==> config.mk <==
export PLATFORM = sky130hd
export DESIGN_NAME = csr_timer_ctrl_flat
export DESIGN_NICKNAME = d
export VERILOG_FILES = /design/src/rtl/csr_timer_ctrl_if.sv /design/src/rtl/csr_timer_ctrl.sv /design/src/flat_wrapper.sv
export SDC_FILE = /design/constraint.sdc
export NUM_CORES = 1
export LEC_CHECK = 0
export BUFFER_PORTS_ARGS = -buffer_cell sky130_fd_sc_hd__buf_2
export CORE_ASPECT_RATIO = 1.25
export CORE_MARGIN = 4
export CORE_UTILIZATION = 58
export CTS_CLUSTER_DIAMETER = 40
export DETAILED_ROUTE_END_ITERATION = 10
export GPL_ROUTABILITY_DRIVEN = 0
export PLACE_DENSITY = 0.85
export SYNTH_ARGS = -nofsm -noshare
export SYNTH_HDL_FRONTEND = slang
export SYNTH_SLANG_ARGS = --single-unit
==> constraint.sdc <==
create_clock -name clk -period 9.68 [get_ports clk]
set_input_delay 1.936 -clock clk [delete_from_list [all_inputs] [get_ports clk]]
set_output_delay 1.936 -clock clk [all_outputs]
set_load 0.02 [all_outputs]
==> src/rtl/csr_timer_ctrl_if.sv <==
// CSR read/write port between the WB-stage CSR file and the timer controller.
// master drives the request; slave returns hit and read data.
interface csr_timer_ctrl_if;
    logic        csr_re;
    logic [13:0] csr_num;
    logic        csr_we;
    logic [31:0] csr_wmask;
    logic [31:0] csr_wvalue;
    logic        csr_hit;
    logic [31:0] csr_rvalue;

    modport master (
        output csr_re, csr_num, csr_we, csr_wmask, csr_wvalue,
        input  csr_hit, csr_rvalue
    );

    modport slave (
        input  csr_re, csr_num, csr_we, csr_wmask, csr_wvalue,
        output csr_hit, csr_rvalue
    );
endinterface

==> src/rtl/csr_timer_ctrl.sv <==
// Timer/interrupt controller owning TID, TCFG, TVAL and TICLR; drives the TI pending bit.
// Optional macro STABLE_CNT_EN adds a 64-bit free-running stable counter on cnt_value.
module csr_timer_ctrl #(
    parameter int unsigned TIMER_W   = 32,
    parameter logic [31:0] TID_RESET = 32'h0
) (
    input  logic                clk,
    input  logic                resetn,
    csr_timer_ctrl_if.slave     csr,
    output logic                timer_int,
    output logic [63:0]         cnt_value
);

    localparam logic [13:0] CsrTid   = 14'h40;
    localparam logic [13:0] CsrTcfg  = 14'h41;
    localparam logic [13:0] CsrTval  = 14'h42;
    localparam logic [13:0] CsrTiclr = 14'h44;

    localparam logic [TIMER_W-1:0] TvalOne = {{(TIMER_W-1){1'b0}}, 1'b1};

    logic [31:0]        tid_q, tid_d;
    logic [TIMER_W-1:0] tcfg_q, tcfg_d;
    logic [TIMER_W-1:0] tval_q, tval_d;
    logic               ti_q, ti_d;

    logic               tid_we, tcfg_we, ticlr_we;
    logic [TIMER_W-1:0] tcfg_wr_val;
    logic               en, periodic;
    logic               tval_zero, tval_ones;
    logic               load_now, ti_set, ti_clr;

    always_comb begin
        unique case (csr.csr_num)
            CsrTid, CsrTcfg, CsrTval, CsrTiclr: csr.csr_hit = 1'b1;
            default:                            csr.csr_hit = 1'b0;
        endcase
    end

    assign tid_we   = csr.csr_we && (csr.csr_num == CsrTid);
    assign tcfg_we  = csr.csr_we && (csr.csr_num == CsrTcfg);
    assign ticlr_we = csr.csr_we && (csr.csr_num == CsrTiclr);

    assign tcfg_wr_val = (tcfg_q & ~csr.csr_wmask[TIMER_W-1:0])
                       | (csr.csr_wvalue[TIMER_W-1:0] & csr.csr_wmask[TIMER_W-1:0]);

    assign en        = tcfg_q[0];
    assign periodic  = tcfg_q[1];
    assign tval_zero = (tval_q == '0);
    assign tval_ones = (tval_q == '1);
    assign load_now  = tcfg_we && tcfg_wr_val[0];

    // TICLR has no storage, so the effective write bit is just wvalue & wmask.
    assign ti_clr = ticlr_we && csr.csr_wvalue[0] && csr.csr_wmask[0];
    assign ti_set = en && tval_zero && !load_now;

    always_comb begin
        tid_d  = tid_q;
        tcfg_d = tcfg_q;
        tval_d = tval_q;
        ti_d   = ti_q;

        if (tid_we) begin
            tid_d = (tid_q & ~csr.csr_wmask) | (csr.csr_wvalue & csr.csr_wmask);
        end
        if (tcfg_we) begin
            tcfg_d = tcfg_wr_val;
        end

        // A TCFG write with En=0 freezes TVAL rather than letting it count.
        if (tcfg_we) begin
            if (tcfg_wr_val[0]) begin
                tval_d = {tcfg_wr_val[TIMER_W-1:2], 2'b00};
            end
        end else if (en && tval_zero && periodic) begin
            tval_d = {tcfg_q[TIMER_W-1:2], 2'b00};
        end else if (en && !tval_ones) begin
            tval_d = tval_q - TvalOne;
        end

        // Set beats clear so a collision never drops an interrupt.
        if (ti_set) begin
            ti_d = 1'b1;
        end else if (ti_clr) begin
            ti_d = 1'b0;
        end
    end

    always_ff @(posedge clk or negedge resetn) begin
        if (!resetn) begin
            tid_q  <= TID_RESET;
            tcfg_q <= '0;
            tval_q <= '1;
            ti_q   <= 1'b0;
        end else begin
            tid_q  <= tid_d;
            tcfg_q <= tcfg_d;
            tval_q <= tval_d;
            ti_q   <= ti_d;
        end
    end

    always_comb begin
        csr.csr_rvalue = 32'h0;
        if (csr.csr_re) begin
            case (csr.csr_num)
                CsrTid:  csr.csr_rvalue = tid_q;
                CsrTcfg: csr.csr_rvalue = 32'(tcfg_q);
                CsrTval: csr.csr_rvalue = 32'(tval_q);
                default: csr.csr_rvalue = 32'h0;
            endcase
        end
    end

    assign timer_int = ti_q;

`ifdef STABLE_CNT_EN
    logic [63:0] cnt_q, cnt_d;

    assign cnt_d = cnt_q + 64'd1;

    always_ff @(posedge clk or negedge resetn) begin
        if (!resetn) begin
            cnt_q <= 64'h0;
        end else begin
            cnt_q <= cnt_d;
        end
    end

    assign cnt_value = cnt_q;
`else
    assign cnt_value = 64'h0;
`endif

endmodule
==> src/flat_wrapper.sv <==
// flat-port wrapper written by rule: the top's interface ports become plain ports
module csr_timer_ctrl_flat 
#(
    parameter int unsigned TIMER_W   = 32,
    parameter logic [31:0] TID_RESET = 32'h0
)
  (clk, resetn, timer_int, cnt_value, csr_csr_re, csr_csr_num, csr_csr_we, csr_csr_wmask, csr_csr_wvalue, csr_csr_hit, csr_csr_rvalue);
  csr_timer_ctrl_if csr_i ();
  input  logic clk;
  input  logic resetn;
  output logic timer_int;
  output logic [63:0] cnt_value;
  input wire logic [$bits(csr_i.csr_re)-1:0] csr_csr_re;
  input wire logic [$bits(csr_i.csr_num)-1:0] csr_csr_num;
  input wire logic [$bits(csr_i.csr_we)-1:0] csr_csr_we;
  input wire logic [$bits(csr_i.csr_wmask)-1:0] csr_csr_wmask;
  input wire logic [$bits(csr_i.csr_wvalue)-1:0] csr_csr_wvalue;
  output wire logic [$bits(csr_i.csr_hit)-1:0] csr_csr_hit;
  output wire logic [$bits(csr_i.csr_rvalue)-1:0] csr_csr_rvalue;
  assign csr_i.csr_re = csr_csr_re;
  assign csr_i.csr_num = csr_csr_num;
  assign csr_i.csr_we = csr_csr_we;
  assign csr_i.csr_wmask = csr_csr_wmask;
  assign csr_i.csr_wvalue = csr_csr_wvalue;
  assign csr_csr_hit = csr_i.csr_hit;
  assign csr_csr_rvalue = csr_i.csr_rvalue;
  csr_timer_ctrl #(.TIMER_W(TIMER_W), .TID_RESET(TID_RESET)) u_core (.clk(clk), .resetn(resetn), .csr(csr_i), .timer_int(timer_int), .cnt_value(cnt_value));
endmodule
* After elaboration in Yosys (flattened, before gate mapping)
Index checks and enable logic that the tools add are counted.
** Storage, ports and cells
- Register bits after elaboration :: 97
- Input port bits :: 82
- Output and inout bits :: 98
- Word-level logic and storage cells :: 43
** Cells by class
- Add/sub/neg operators :: 1
- Equality and inequality tests :: 6
- Mux-type cells :: 9
- Bitwise operators :: 6
- Reductions and logical operators :: 17
** Operators by type and width (number)
- $mux 32 :: 5
- $and 32x32->32 :: 3
- $pmux 32 s3 :: 1
- $or 32x32->32 :: 2
- $eq 14x7->1 const B :: 4
- $eq 32x32->1 const B :: 1
- $logic_not 32->1 :: 1
- $not 32->32 :: 1
- $sub 32x1->32 const B :: 1
- $logic_and 1x1->1 :: 10
- $reduce_or 4->1 :: 1
- $mux 1 :: 3
- $reduce_bool 3->1 :: 1
- $logic_not 1->1 :: 2
- $ne 2x2->1 const B :: 1
- $reduce_and 2->1 :: 1
- $reduce_bool 2->1 :: 1

* Depth between registers and ports, before layout
- Depth after elaboration :: 7
- Gate-level depth with buffers :: 10
- Mapped depth without buffers :: 8

* Worst setup path before layout
No wires, ideal clock.
- Kind :: input -> output
- Start point :: in csr_csr_num[7]
- End point :: out csr_csr_rvalue[10]
- Data arrival time :: 4232 ps
- Path slack :: 3512 ps
- Stages on the path :: 6
- Buffers on the path :: 1
- Path through :: nor4b_1 nand3_1 nor4b_1 clkbuf_1 a222oi_1 nor2_1
** On the way
- Cells in the longest elaborated chain, start to end :: 3
- Elaborated cells between the ends (all ways) :: 5
- Those cells by class :: 3 x eq/ne; 2 x mux
** RTL lines
- from (decl) :: RTL line flat_wrapper.sv:14 : input wire logic [$bits(csr_i.csr_num)-1:0] csr_csr_num;
- $eq 14x7->1 :: RTL line csr_timer_ctrl.sv:105 : case (csr.csr_num)
- $pmux 32 s3 * :: RTL line csr_timer_ctrl.sv:105
- $mux 32 * :: RTL line csr_timer_ctrl.sv:104 : if (csr.csr_re) begin
- to (decl) :: RTL line flat_wrapper.sv:19 : output wire logic [$bits(csr_i.csr_rvalue)-1:0] csr_csr_rvalue;
Every way passes the cells marked *; elsewhere a longest branch is shown, timed or not.

* Worst setup path in the final report
- Start point :: in csr_csr_num[7]
- End point :: out csr_csr_rvalue[20]
Same word-level chain as after synthesis.

==> impl_metrics.env <==
export IMPL_cts_buffers=9
export IMPL_p_sw_uw=197.5
export IMPL_cellPowerDensity_nw_per_um2=112.5
export IMPL_slew_violations=0
export IMPL_grt_pass1_vias=6153
export IMPL_cts_setup_buffers=0
export IMPL_numPortBuffers=115
export IMPL_worstSetupPathType="in -> out"
export IMPL_mostFrequentLayoutCell="buf_2"
export IMPL_layout_min_cycle_time_ns=6.745
export IMPL_clock_latency_ns=0.35
export IMPL_ys_types=59
export IMPL_drv_cap=0
export IMPL_fmaxAchievable_mhz=148.3
export IMPL_rsz0062_at_grt="no"
export IMPL_dr_pass1_iters=6
export IMPL_track_usage=0.2867
export IMPL_postRouteAntennaNets=0
export IMPL_dp_hpwl_um=12750
export IMPL_num_io_pins=180
export IMPL_hold_violations=0
export IMPL_drive_gt1_frac=0.2681
export IMPL_via_per_inst=6.339
export IMPL_yosysSeqAreaShare=0.3789
export IMPL_top_usage_layer="met2"
export IMPL_grtUsageMet3=0.05611
export IMPL_synth_edf_count=0
export IMPL_max_slew_worst_pin_slew_ns=1.352
export IMPL_p_leak_uw=0.003283
export IMPL_r2r_start="u_core.tval_q[30]"
export IMPL_ir_drop_v=0.00008304
export IMPL_cp_top_family="simple AND/OR/NAND/NOR gates"
export IMPL_comb_power_share=0.076
export IMPL_cts_resized=0
export IMPL_finClkSkew_ns=0.007688
export IMPL_hold_buffers=0
export IMPL_required_ns=7.74
export IMPL_final_cells=989
export IMPL_setup_tns_ns=0
export IMPL_netlist_instances=766
export IMPL_die_h_um=126.5
export IMPL_cts_tree="built"
export IMPL_via_count=6269
export IMPL_area_delta_synth_final_pct=10.14
export IMPL_antenna_found_initial=0
export IMPL_clkSlewWorstSetupHoldPaths_ns=0.07
export IMPL_swShare=0.2448
export IMPL_max_stage_delay_ns=0.80
export IMPL_slew_headroom=0.09008
export IMPL_slowest_stage="nor4b_1"
export IMPL_placedCellCount=973
export IMPL_synth_mux_area_frac=0.08684
export IMPL_synth_top_family_by_area="simple AND/OR/NAND/NOR gates"
export IMPL_insertedDiodeCount=0
export IMPL_nets=933
export IMPL_ys_warn_count=0
export IMPL_synth_simple_area_share=0.2350
export IMPL_synth_area_per_cell_um2=8.502
export IMPL_wl_um=18480
export IMPL_drc_errors=0
export IMPL_cts_sinks=97
export IMPL_worstPathCellList="buf_2 -> nor4b_1 -> nand3_1 -> nor2_1 -> nand3_1 -> buf_4 -> nor2_1 -> buf_2"
export IMPL_grt_pass1_wl_um=29680
export IMPL_r2r_slack_ns=5.93
export IMPL_ff2ff_path_depth=7
export IMPL_die_width_um=102.8
export IMPL_fp_coreArea_um2=11030
export IMPL_mostFrequentLayoutCells="buf_2, nand2_1, nor2_1"
export IMPL_clockBufferDepth=2
export IMPL_worstPathMaxFanout=17
export IMPL_outcome="completed"
export IMPL_wire_per_inst_um=18.68
export IMPL_root_buffer="clkbuf_16"
export IMPL_grt_max_degree=54
export IMPL_crit_path_start_kind="primary input"
export IMPL_crit_arrival_ns=4.81
export IMPL_r2r_end="u_core.tval_q[6]"
export IMPL_p_int_uw=609.2
export IMPL_critPathCapture="csr_csr_rvalue[20]"
export IMPL_fp_row_count=43
export IMPL_synth_compound_area_frac=0.1831
export IMPL_synth_seq_cells=97
export IMPL_crit_path_end_kind="primary output"
export IMPL_grt_use_met2=0.4779
export IMPL_synthAdderAreaFrac=0.003842
export IMPL_cp_startpoint="csr_csr_num[7]"
export IMPL_start_util=0.5905
export IMPL_async_reset_ff_frac=1.000
export IMPL_grt_overflow_total=0
export IMPL_syn_area_um2=6512
export IMPL_setup_violations=0
export IMPL_synthXorXnorAreaFrac=0.001345
export IMPL_die_area_um2=13000
export IMPL_fin_crit_sh=0.6968
export IMPL_synth_ff_type="dfrtp_1"
export IMPL_worstSetupPathDepth=8
export IMPL_seq_power_share=0.505
export IMPL_crit_buf_inv=3
export IMPL_htree_levels=3
export IMPL_nFillCells=966
export IMPL_hold_path_class="reg -> reg"
export IMPL_p_clk_frac=0.419
export IMPL_drtIter0Drc=616
export IMPL_grt_use_met1=0.3481
## power by group through the flow
| stage | logic, uW | clock network, uW | registers [uW] |
|---|---|---|---|
| after global routing | 68.3 | 358 | 407 |
| after global placement | 60.6 | 0 | 414 |
| final | 61.6 | 338 | 407 |
| after CTS | 61.2 | 340 | 407 |
| after floorplan | 47.4 | 0 | 414 |
| after detailed placement | 60.9 | 0 | 414 |
## kinds of logic (layout without fill, tap and decap cells)
family                     Yosys count  in the layout
AOI/OAI and AO/OA                  171            171
xor gates and xnor gates             1              1
adders and majority gates            2              2
buffers and inverters              122            147
DFF                                 97             97
muxes                               51             51
other                                1             64
and+or+nand+nor                    321            321
## tightest hold or removal path: stages (launching register included)
cell and delay (ns):
dfrtp_1 0.36, nand2_1 0.06, nand2_1 0.05
## final cells by class
class | instances | area (um^2) | area share
tap | 135 | 168.9 | 0.02355
inverter | 6 | 22.52 | 0.003140
timing repair buffer | 125 | 653.1 | 0.09105
sequential | 97 | 2467 | 0.3440
clock inverter | 3 | 15.01 | 0.002093
clock buffer | 13 | 260.3 | 0.03628
multi-input combinational | 610 | 3586 | 0.4999
## how the worst min path moves through the flow
| stage | from | to | slack (ns) | depth (start not counted) |
|---|---|---|---|---|
| after floorplan | u_core.tcfg_q[11] | u_core.tcfg_q[11] | 0.45 | 2 |
| after global placement | u_core.tcfg_q[11] | u_core.tcfg_q[11] | 0.47 | 2 |
| after detailed placement | u_core.tcfg_q[12] | u_core.tcfg_q[12] | 0.48 | 2 |
| after CTS | u_core.tcfg_q[11] | u_core.tcfg_q[11] | 0.50 | 2 |
| after global routing | u_core.tcfg_q[8] | u_core.tcfg_q[8] | 0.51 | 2 |
| final | u_core.tcfg_q[11] | u_core.tcfg_q[11] | 0.49 | 2 |
## metrics by stage
| step | util | worst slack, ns | power, uW | hold WS (ns) | area [um^2] |
|---|---|---|---|---|---|
| 6_report | 0.6504 | 2.935 | 806.7 | 0.4949 | 7173 |
| 5_1_grt | 0.6504 | 2.551 | 833.6 | 0.5094 | 7173 |
| 4_1_cts | 0.6504 | 2.929 | 808.2 | 0.4958 | 7173 |
| 3_5_place_dp | 0.6254 | 2.924 | 475.0 | 0.4800 | 6898 |
| 3_3_place_gp | 0.6254 | 3.055 | 474.8 | 0.4673 | 6898 |
| 2_1_floorplan | - | 3.512 | 461.4 | 0.4521 | 6749 |
## layer usage
metal  share of wire  wire (um)  up-vias
li1                -          -     2866
met1            0.37       6897     3008
met2            0.50       9230      339
met3           0.094       1729       56
met4           0.033        618        0
met5               0          0        -
## Yosys cell counts, types with 4 or more instances
cell      count  share of area
a31oi_1       5         0.0048
and3_1        9         0.0086
nor4_1       15          0.014
mux2i_1       7          0.011
dfstp_2      32           0.13
o211ai_1      4         0.0046
mux2_2       44          0.076
nand3_1      38          0.029
clkbuf_1     44          0.025
or3_1         6         0.0058
nor3_1       12         0.0092
or4_1         5         0.0058
o21ai_0      62          0.048
buf_4        65          0.075
nand4_1      19          0.018
a21oi_1      21          0.016
a21o_1        9          0.010
inv_1         6         0.0035
a222oi_1     32          0.049
nor2_1       77          0.044
o22ai_1       4         0.0038
a22o_1        8          0.011
nand2_1     113          0.065
dfrtp_1      65           0.25
Note: power is estimated with default switching activity, not from simulation.
